[src/rtl/mem8x8_arbiter_pkg.sv]
// mem8x8_arbiter_pkg
//  Shared constants for the mem8x8 two-port arbiter: FSM state encodings and
//  requester IDs. Imported by the RTL and by the testbench.
//  Encoding 2'd3 is unused and recovers to IDLE.
package mem8x8_arbiter_pkg;

  localparam logic [1:0] IDLE   = 2'd0;
  localparam logic [1:0] ACCESS = 2'd1;
  localparam logic [1:0] DONE   = 2'd2;

  localparam logic GNT_A = 1'b0;
  localparam logic GNT_B = 1'b1;

endpackage

[src/rtl/mem_arb_rr_pick.sv]
// mem_arb_rr_pick
//  Combinational 2-way picker for the mem8x8 arbiter.
//  Ports:
//    req_a, req_b  in   requests from A and B
//    last_gnt      in   requester granted most recently (round-robin build only)
//    gnt_valid     out  at least one request is present
//    gnt_id        out  requester to grant (GNT_A / GNT_B)
//  Build option: MEM_ARB_FIXED_PRIO_EN selects fixed priority (A always wins a
//  conflict); last_gnt is then not present. Default is round-robin.
module mem_arb_rr_pick
  import mem8x8_arbiter_pkg::*;
(
  input  logic req_a,
  input  logic req_b,
`ifndef MEM_ARB_FIXED_PRIO_EN
  input  logic last_gnt,
`endif
  output logic gnt_valid,
  output logic gnt_id
);

  always_comb begin
    gnt_valid = req_a | req_b;
`ifdef MEM_ARB_FIXED_PRIO_EN
    gnt_id = req_a ? GNT_A : GNT_B;
`else
    // On a conflict, serve whoever was not served last.
    if (req_a && req_b) begin
      gnt_id = (last_gnt == GNT_A) ? GNT_B : GNT_A;
    end else begin
      gnt_id = req_a ? GNT_A : GNT_B;
    end
`endif
  end

endmodule

[src/rtl/mem8x8_arbiter.sv]
// mem8x8_arbiter
//  Shares one mem8x8 array between requesters A and B. In IDLE it picks a
//  requester, latches its op/address/data straight into the registered memory
//  pins, holds mem_sel for ACCESS_CYC cycles, captures read data on the edge
//  ending the access, then pulses the requester's ack for one cycle (DONE).
//  Ports:
//    clk, rst                      clock, asynchronous active-high reset
//    req_x, we_x, addr_x, wdata_x  request from A / B (held until ack_x)
//    ack_x, rdata_x                one-cycle completion pulse, read data
//    mem_sel, mem_op, mem_addr,    registered memory control pins
//    mem_din, mem_dout             write data out, read data in
//    busy                          1 whenever the FSM is not in IDLE
//  Build option: MEM_ARB_FIXED_PRIO_EN -> A always wins a conflict and no
//  last-grant state is kept. Default: round-robin.
module mem8x8_arbiter
  import mem8x8_arbiter_pkg::*;
#(
  parameter int ADDR_W     = 3,
  parameter int DATA_W     = 8,
  parameter int ACCESS_CYC = 2
) (
  input  logic              clk,
  input  logic              rst,
  input  logic              req_a,
  input  logic              we_a,
  input  logic [ADDR_W-1:0] addr_a,
  input  logic [DATA_W-1:0] wdata_a,
  output logic              ack_a,
  output logic [DATA_W-1:0] rdata_a,
  input  logic              req_b,
  input  logic              we_b,
  input  logic [ADDR_W-1:0] addr_b,
  input  logic [DATA_W-1:0] wdata_b,
  output logic              ack_b,
  output logic [DATA_W-1:0] rdata_b,
  output logic              mem_sel,
  output logic              mem_op,
  output logic [ADDR_W-1:0] mem_addr,
  output logic [DATA_W-1:0] mem_din,
  input  logic [DATA_W-1:0] mem_dout,
  output logic              busy
);

  localparam logic [3:0] LAST_CNT = 4'(ACCESS_CYC - 1);

  logic [1:0]        r_state;
  logic [3:0]        r_cnt;
  logic              r_gnt;
  logic              w_gnt_valid;
  logic              w_gnt_id;
  logic              w_we;
  logic [ADDR_W-1:0] w_addr;
  logic [DATA_W-1:0] w_wdata;

`ifndef MEM_ARB_FIXED_PRIO_EN
  logic r_last_gnt;
`endif

  mem_arb_rr_pick u_pick (
    .req_a     (req_a),
    .req_b     (req_b),
`ifndef MEM_ARB_FIXED_PRIO_EN
    .last_gnt  (r_last_gnt),
`endif
    .gnt_valid (w_gnt_valid),
    .gnt_id    (w_gnt_id)
  );

  // Request fields of the requester the picker selects this cycle.
  assign w_we    = (w_gnt_id == GNT_A) ? we_a    : we_b;
  assign w_addr  = (w_gnt_id == GNT_A) ? addr_a  : addr_b;
  assign w_wdata = (w_gnt_id == GNT_A) ? wdata_a : wdata_b;

  assign busy = (r_state != IDLE);

  // The memory pins double as the latched request: mem_op is the latched we,
  // mem_addr the latched address, mem_din the latched write data.
  always_ff @(posedge clk or posedge rst) begin
    if (rst) begin
      r_state    <= IDLE;
      r_cnt      <= 4'd0;
      r_gnt      <= GNT_A;
`ifndef MEM_ARB_FIXED_PRIO_EN
      r_last_gnt <= GNT_B;
`endif
      ack_a      <= 1'b0;
      ack_b      <= 1'b0;
      rdata_a    <= '0;
      rdata_b    <= '0;
      mem_sel    <= 1'b0;
      mem_op     <= 1'b0;
      mem_addr   <= '0;
      mem_din    <= '0;
    end else begin
      ack_a <= 1'b0;
      ack_b <= 1'b0;
      case (r_state)
        IDLE: begin
          if (w_gnt_valid) begin
            r_state    <= ACCESS;
            r_cnt      <= 4'd0;
            r_gnt      <= w_gnt_id;
`ifndef MEM_ARB_FIXED_PRIO_EN
            r_last_gnt <= w_gnt_id;
`endif
            mem_sel    <= 1'b1;
            mem_op     <= w_we;
            mem_addr   <= w_addr;
            mem_din    <= w_we ? w_wdata : '0;
          end
        end
        ACCESS: begin
          if (r_cnt == LAST_CNT) begin
            r_state  <= DONE;
            r_cnt    <= 4'd0;
            mem_sel  <= 1'b0;
            mem_op   <= 1'b0;
            mem_addr <= '0;
            mem_din  <= '0;
            // mem_dout is valid in this last access cycle.
            if (r_gnt == GNT_A) begin
              ack_a <= 1'b1;
              if (!mem_op) rdata_a <= mem_dout;
            end else begin
              ack_b <= 1'b1;
              if (!mem_op) rdata_b <= mem_dout;
            end
          end else begin
            r_cnt <= r_cnt + 4'd1;
          end
        end
        DONE: begin
          r_state <= IDLE;
        end
        default: begin
          r_state  <= IDLE;
          r_cnt    <= 4'd0;
          mem_sel  <= 1'b0;
          mem_op   <= 1'b0;
          mem_addr <= '0;
          mem_din  <= '0;
        end
      endcase
    end
  end

endmodule
[config.mk]
export PLATFORM = sky130hd
export DESIGN_NAME = mem8x8_arbiter
export DESIGN_NICKNAME = d
export VERILOG_FILES = /design/src/rtl/mem8x8_arbiter_pkg.sv /design/src/rtl/mem_arb_rr_pick.sv /design/src/rtl/mem8x8_arbiter.sv
export SDC_FILE = /design/constraint.sdc
export NUM_CORES = 1
export LEC_CHECK = 0
export ABC_AREA = 0
export CAP_MARGIN = 20
export CORE_ASPECT_RATIO = 1.4
export CORE_UTILIZATION = 42
export CTS_CLUSTER_DIAMETER = 50
export DETAILED_ROUTE_END_ITERATION = 16
export PLACE_DENSITY = 0.78
export SYNTH_ARGS = -nofsm -noshare
export SYNTH_HDL_FRONTEND = slang
export SYNTH_SLANG_ARGS = --single-unit
[constraint.sdc]
create_clock -name clk -period 2.1 [get_ports clk]
set_clock_uncertainty 0.1 [all_clocks]
set_input_delay 0.42 -clock clk [delete_from_list [all_inputs] [get_ports clk]]
set_output_delay 0.42 -clock clk [all_outputs]
set_load 0.01 [all_outputs]
==> results of run 1 <==
[how the worst max path moves through the flow]
stage,endpoint,cells past startpoint,from
global route,rdata_a[7]$_DFFE_PP0P_,5,r_cnt[1]$_DFFE_PP0P_
global placement,mem_din[2]$_DFFE_PP0P_,5,req_b
floorplan,rdata_a[0]$_DFFE_PP0P_,5,r_cnt[1]$_DFFE_PP0P_
detailed placement,mem_din[1]$_DFFE_PP0P_,5,req_b
CTS,busy,3,r_state[0]$_DFFE_PP0P_
finish,busy,3,r_state[0]$_DFFE_PP0P_
[cell type report]
| class | count | share of cell area |
|---|---|---|
| clock inverter | 2 | 0.0138 |
| clock buffer | 6 | 0.0325 |
| inverter | 3 | 0.00443 |
| timing repair buffer | 74 | 0.284 |
| sequential | 39 | 0.384 |
| tap | 42 | 0.0207 |
| multi-input combinational | 77 | 0.260 |
[per-stage QoR]
stage,total power [µW],utilization,worst slack [ns],instance area [µm²]
CTS,3530,0.679,0.0318,2540
global route,3720,0.680,0.00131,2540
detailed placement,2880,0.647,-0.0696,2420
floorplan,2060,-,0.288,1670
finish,3510,0.680,0.0886,2540
global placement,2810,0.647,-0.00368,2420
[worst max-delay path, stage by stage, from the launching register on]
cell	delay [ns]
dfrtp_1	0.43
nor2_2	0.18
inv_1	0.10
clkdlybuf4s50_1	0.49
[flip-flops by register name, indices dropped and copies added, names as in the netlist]
| register | cells |
|---|---|
| mem_din | 8 |
| r_last_gnt | 1 |
| mem_addr | 3 |
| ack_a | 1 |
| ack_b | 1 |
| rdata_a | 8 |
| r_cnt | 4 |
| mem_sel | 1 |
| r_state | 2 |
| rdata_b | 8 |
| mem_op | 1 |
| r_gnt | 1 |
[cell usage in the layout, fill, tap and decap left out]
| cell | n |
|---|---|
| mux2_2 | 8 |
| a32oi_1 | 1 |
| o31ai_1 | 1 |
| nor2_1 | 4 |
| bufinv_16 | 1 |
| xor2_1 | 1 |
| clkinv_2 | 1 |
| clkbuf_8 | 6 |
| o2bb2ai_1 | 4 |
| nand2b_2 | 1 |
| a21boi_1 | 1 |
| nor2_2 | 1 |
| nand2_1 | 3 |
| nand3b_2 | 1 |
| a21o_1 | 2 |
| dfstp_2 | 1 |
| inv_1 | 3 |
| nand3_1 | 2 |
| and2b_2 | 1 |
| o21ba_2 | 1 |
| a221o_1 | 8 |
| o21a_1 | 2 |
| nor4b_4 | 1 |
| or3_1 | 1 |
| dfrtp_1 | 38 |
| mux2_4 | 8 |
| nand2b_1 | 1 |
| mux2i_1 | 2 |
| buf_4 | 7 |
| and3_1 | 10 |
| and2_1 | 1 |
| o21bai_1 | 1 |
| clkdlybuf4s50_1 | 67 |
| o21ai_0 | 7 |
| a21oi_1 | 2 |
| nand2b_4 | 1 |
[routing by layer]
metal	vias up	track usage
li1	613	-
met1	617	0.199
met2	64	0.370
met3	6	0.0759
met4	0	0.0675
met5	-	0
[where the power goes]
| part | switching [µW] | leakage, µW | internal, µW |
|---|---|---|---|
| Clock | 258 | 0.0000612 | 384 |
| Sequential | 208 | 0.000487 | 1070 |
| Combinational | 621 | 0.000617 | 965 |
[cell families (layout without fill, tap and decap cells)]
group / count (synthesis) / in the layout / share of synthesized area
AND/OR/NAND/NOR: 28 / 28 / 0.112
AO/OA/AOI/OAI: 30 / 30 / 0.138
XOR/XNOR: 1 / 1 / 0.00524
multiplexers: 18 / 18 / 0.138
flip-flops: 39 / 39 / 0.584
buffers and inverters: 8 / 85 / 0.0224
==> impl_metrics.py, run 1 <==
metrics = {
    "outcome": {
        "status": "finished, final reports clean",
    },
    "grt": {
        "antenna_found_initial": 0,
        "track_usage": 0.199,
        "grt_pass1_vias": 1459,
        "grt_max_degree": 40,
        "grt_first_pass_wirelength_um": 6540,
        "grt_overflow": 0,
    },
    "yosys": {
        "avgSynthCellArea_um2": 13.5,
        "syn_area_mm2": 0.00167,
        "yosysMostFrequentCell": "dfrtp_1",
        "yosysUniqueCellTypes": 32,
        "syn_nets": 160,
        "synthArstFlopShare": 1.00,
        "synth-seq-cells": 39,
        "synth_seq_area_share": 0.584,
        "synthFlopType": "dfrtp_1",
        "synth.top_cell.area_share": 0.568,
        "yosysTopAreaCell": "dfrtp_1",
        "syn_inst": 124,
        "synth_edf_count": 0,
        "synthTopCellsByArea": "dfrtp_1 (57%), mux2_4 (7.2%), mux2_2 (5.4%)",
        "ys_warn_count": 0,
        "ys_top_cells_by_count": "dfrtp_1 (38), and3_1 (10), a221o_1 (8), mux2_2 (8), mux2_4 (8)",
    },
    "critical_path": {
        "reg2reg_slack_ns": 0.10,
        "crit_fanout": 4,
        "start_kind": "flip-flop",
        "cp_data_required_time_ns": 1.58,
        "r2r-end": "rdata_a[7]$_DFFE_PP0P_",
        "critPathKind": "reg -> out",
        "cp.arrival_ns": 1.49,
        "reg2reg_from": "r_cnt[1]$_DFFE_PP0P_",
        "ff2ff_path_depth": 5,
        "crit_path_end_kind": "primary output",
    },
    "floorplan": {
        "ioPinCount": 68,
        "initial_core_util": 0.447,
        "rows": 26,
        "core_area_mm2": 0.00374,
        "die_h_um": 76.7,
        "die_area_mm2": 0.00424,
        "die_width_um": 55.3,
    },
    "drt": {
        "drt_iter0_markers": 34,
        "wire_per_inst_um": 16.1,
        "top_layer": "met4",
        "wl_met1_um": 1520,
        "postRouteAntennaNets": 0,
        "wirelength_um": 3910,
        "drc": 0,
        "routed-wl-met2_um": 2040,
        "via_per_inst": 5.35,
        "vias": 1300,
        "wl_met3_um": 292,
        "first_pass_iters": 6,
    },
    "worst_hold_path": {
        "hold_path.class": "reg -> reg",
        "hold_start": "mem_sel$_DFFE_PP0P_",
        "holdPathStages": 1,
        "hold_end": "mem_sel$_DFFE_PP0P_",
    },
    "cts": {
        "cts_tree": "yes",
        "clock_sinks": 39,
        "ctsResizeCount": 0,
        "cts_setup_buffers": 0,
        "cts_made_buffers": 5,
        "insertion_delay_ns": 0.29,
        "holdBufCountCts": 0,
        "clk_path_buf_depth": 2,
        "cts.clk_slew.worst_paths_ns": 0.07,
        "root_buffer": "clkbuf_8",
        "htreeDepth": 2,
    },
    "timing": {
        "tightest_slew_ns": 0.757,
        "rsz0062_at_grt": "no",
        "maxSlewViolCount": 0,
        "hold_viol_final": 0,
        "setup_tns_ns": 0,
        "setup_viol": 0,
        "max_freq_ghz": 0.497,
        "hold_slack_ns": 0.396,
        "min_period_ns": 2.01,
        "max-slew-margin-rel": 0.494,
        "fin_crit_sh": 0.958,
    },
    "final_layout": {
        "final_cells": 243,
        "multi_input_comb_area_um2": 661,
        "fillers": 297,
        "regArea_um2": 977,
        "area_growth_syn_to_layout_pct": 52.0,
        "post_route_cells_drive_above_1_share": 0.194,
        "fin_nets": 236,
        "diodes": 0,
    },
    "power_and_ir_drop": {
        "powerDensity_mw_per_mm2": 1380,
        "p_leak_uw": 0.00116,
        "vdd.ir_drop.worst_mv": 0.885,
    },
    "placement": {
        "port_buffers": 67,
        "gp_congestion": 0.784,
        "placedCellCount": 235,
        "dp_hpwl_um": 3000,
    },
    "job": {
        "cap_violations": 0,
    },
}
Power figures use the tool's default switching activity.
==> run 2, diff against run 1 <==
Settings changed: CTS_CLUSTER_DIAMETER 50 to not set, CTS_CLUSTER_SIZE set to 30.
==> results of run 2 <==
Final layout, timing and power as in run 1 (identical DEF).
==> run 3, diff against run 2 <==
Settings changed: ABC_AREA 0 to not set, CORE_UTILIZATION 42 to 55, DONT_BUFFER_PORTS set to 1, PLACE_DENSITY 0.78 to 0.7.
==> run 3 against run 2 <==
Effect of this change:
- global-route usage up 1.5 points
- die area shrank 23%
- clock power fell by 16%
- setup slack gained 0.10 ns
- core utilization down 5.0 points
- highest routed layer unchanged
- critical endpoint is now rdata_a[5]$_DFFE_PP0P_
- maximum frequency rose by 5.2%
- critical path depth rose by 1
- sequential share of layout area up 15 points
==> impl_metrics.py, run 3 (same netlist as run 1, synthesis figures left out) <==
metrics = {
    "drt": {
        "postRouteAntennaNets": 0,
        "via_per_inst": 6.14,
        "drt_iter0_markers": 38,
        "first_pass_iters": 4,
        "wirelength_um": 3110,
        "drc": 0,
        "vias": 1020,
        "wire_per_inst_um": 18.7,
    },
    "timing": {
        "min_period_ns": 1.91,
        "worst_slack_ns": 0.189,
        "setup_tns_ns": 0,
        "fin_crit_sh": 0.910,
        "hold_viol_final": 0,
        "max_freq_ghz": 0.523,
        "setup_viol": 0,
        "rsz0062_at_grt": "no",
        "maxSlewViolCount": 0,
        "tightest_slew_ns": 0.974,
        "max-slew-margin-rel": 0.349,
    },
    "cts": {
        "htreeDepth": 2,
        "ctsResizeCount": 0,
        "clock_sinks": 39,
        "cts_setup_buffers": 0,
        "cts_tree": "yes",
        "root_buffer": "clkbuf_8",
        "insertion_delay_ns": 0.28,
        "cts_made_buffers": 5,
        "cts.clk_slew.worst_paths_ns": 0.07,
        "clk_path_buf_depth": 2,
        "holdBufCountCts": 0,
    },
    "floorplan": {
        "initial_core_util": 0.581,
        "rows": 23,
        "die_area_mm2": 0.00327,
        "die_width_um": 48.6,
        "die_h_um": 67.3,
        "ioPinCount": 68,
        "core_area_mm2": 0.00288,
    },
    "critical_path": {
        "startpoint": "r_cnt[1]$_DFFE_PP0P_",
        "reg2reg_from": "r_cnt[1]$_DFFE_PP0P_",
        "cp.arrival_ns": 1.98,
        "cp_data_required_time_ns": 2.17,
        "crit_path_end_kind": "flip-flop",
        "critPathKind": "reg -> reg",
        "start_kind": "flip-flop",
        "crit_fanout": 8,
    },
    "final_layout": {
        "diodes": 0,
        "layout_common_cells": "dfrtp_1 (38), and3_1 (10), mux2_2 (8), a221o_1 (8), mux2_4 (8)",
        "reg_top3": "mem_din: 8 flops, rdata_a: 8 flops, rdata_b: 8 flops",
        "fillers": 218,
        "post_route_cells_drive_above_1_share": 0.256,
        "mostFrequentLayoutCell": "dfrtp_1",
        "area_growth_syn_to_layout_pct": 8.38,
        "fin_area_mm2": 0.00181,
        "fin_nets": 164,
    },
    "grt": {
        "grt_first_pass_wirelength_um": 5090,
        "track_usage": 0.214,
        "grt_pass1_vias": 1085,
        "antenna_found_initial": 0,
        "grt_overflow": 0,
        "grt_max_degree": 40,
    },
    "power_and_ir_drop": {
        "switching_power_uw": 963,
        "pwr-share-seq": 0.517,
        "p_leak_uw": 0.000877,
        "p_comb_frac": 0.288,
        "powerDensity_mw_per_mm2": 1530,
        "vdd.ir_drop.worst_mv": 0.818,
        "sw_frac_of_total": 0.348,
        "pwr-share-clk": 0.195,
        "p_int_uw": 1810,
    },
    "worst_hold_path": {
        "hold_path.class": "in -> async",
    },
    "outcome": {
        "status": "finished, final reports clean",
    },
    "placement": {
        "port_buffers": 0,
        "dp_hpwl_um": 2310,
        "post-place-ws_ns": 0.0299,
        "postPlaceCellArea_mm2": 0.00171,
        "gp_congestion": 0.745,
    },
    "job": {
        "cap_violations": 0,
    },
}
-- run 3: changes by cell type in the layout (fill, tap and decap cells not counted), sizes merged --
cell / change
bufinv: -1
clkdlybuf4s50: -67
clkinv: -1
clkbuf: +2
buf: -5
-- run 3: area by class of cell --
| type | count | area, µm² | share of cell area |
|---|---|---|---|
| clock buffer | 8 | 100 | 0.0552 |
| inverter | 3 | 11.3 | 0.00621 |
| multi-input combinational | 77 | 663 | 0.366 |
| sequential | 39 | 977 | 0.539 |
| timing repair buffer | 2 | 15.0 | 0.00828 |
| tap | 37 | 46.3 | 0.0255 |
-- run 3: power by group through the flow --
| stage | Clock (µW) | Combinational, µW | Sequential, µW |
|---|---|---|---|
| final | 539 | 799 | 1430 |
| after CTS | 558 | 807 | 1440 |
| after floorplan | 0 | 683 | 1380 |
| after detailed placement | 0 | 807 | 1450 |
| after global routing | 593 | 883 | 1470 |
| after global placement | 0 | 760 | 1430 |
-- run 3: final timing paths --
check,endpoint,slack (ns),cells after the start
max in group asynchronous,r_last_gnt$_DFFE_PP1P_,1.52,2
hold / removal,rdata_a[6]$_DFFE_PP0P_,0.03,2
setup reg to reg,rdata_a[5]$_DFFE_PP0P_,0.19,4
setup / recovery,rdata_a[5]$_DFFE_PP0P_,0.19,4
min in group clk,mem_din[0]$_DFFE_PP0P_,0.18,1
hold reg to reg,ack_a$_DFF_PP0_,0.42,1
-- run 3: stage by stage --
step                      instances  hold slack [ns]  power [µW]  utilization
after floorplan                 124            0.368        2060            -
after global placement          158            0.344        2190        0.593
after detailed placement        158            0.354        2260        0.593
after CTS                       166           0.0388        2800        0.628
after global routing            166           0.0655        2950        0.630
final                           166           0.0269        2770        0.630
-- run 3: critical path, cell delays in order, from the launching register on --
cell	delay, ns
dfrtp_1	0.45
nor4b_4	0.38
nand2b_2	0.11
or3_4	0.43
mux2_4	0.33
-- run 3: routing by layer --
layer  up-vias  share of wire  GRT usage
li1        463              -          -
met1       492           0.37      0.212
met2        61           0.54      0.396
met3         4          0.080     0.0878
met4         0          0.011     0.0882
met5         -              0          0
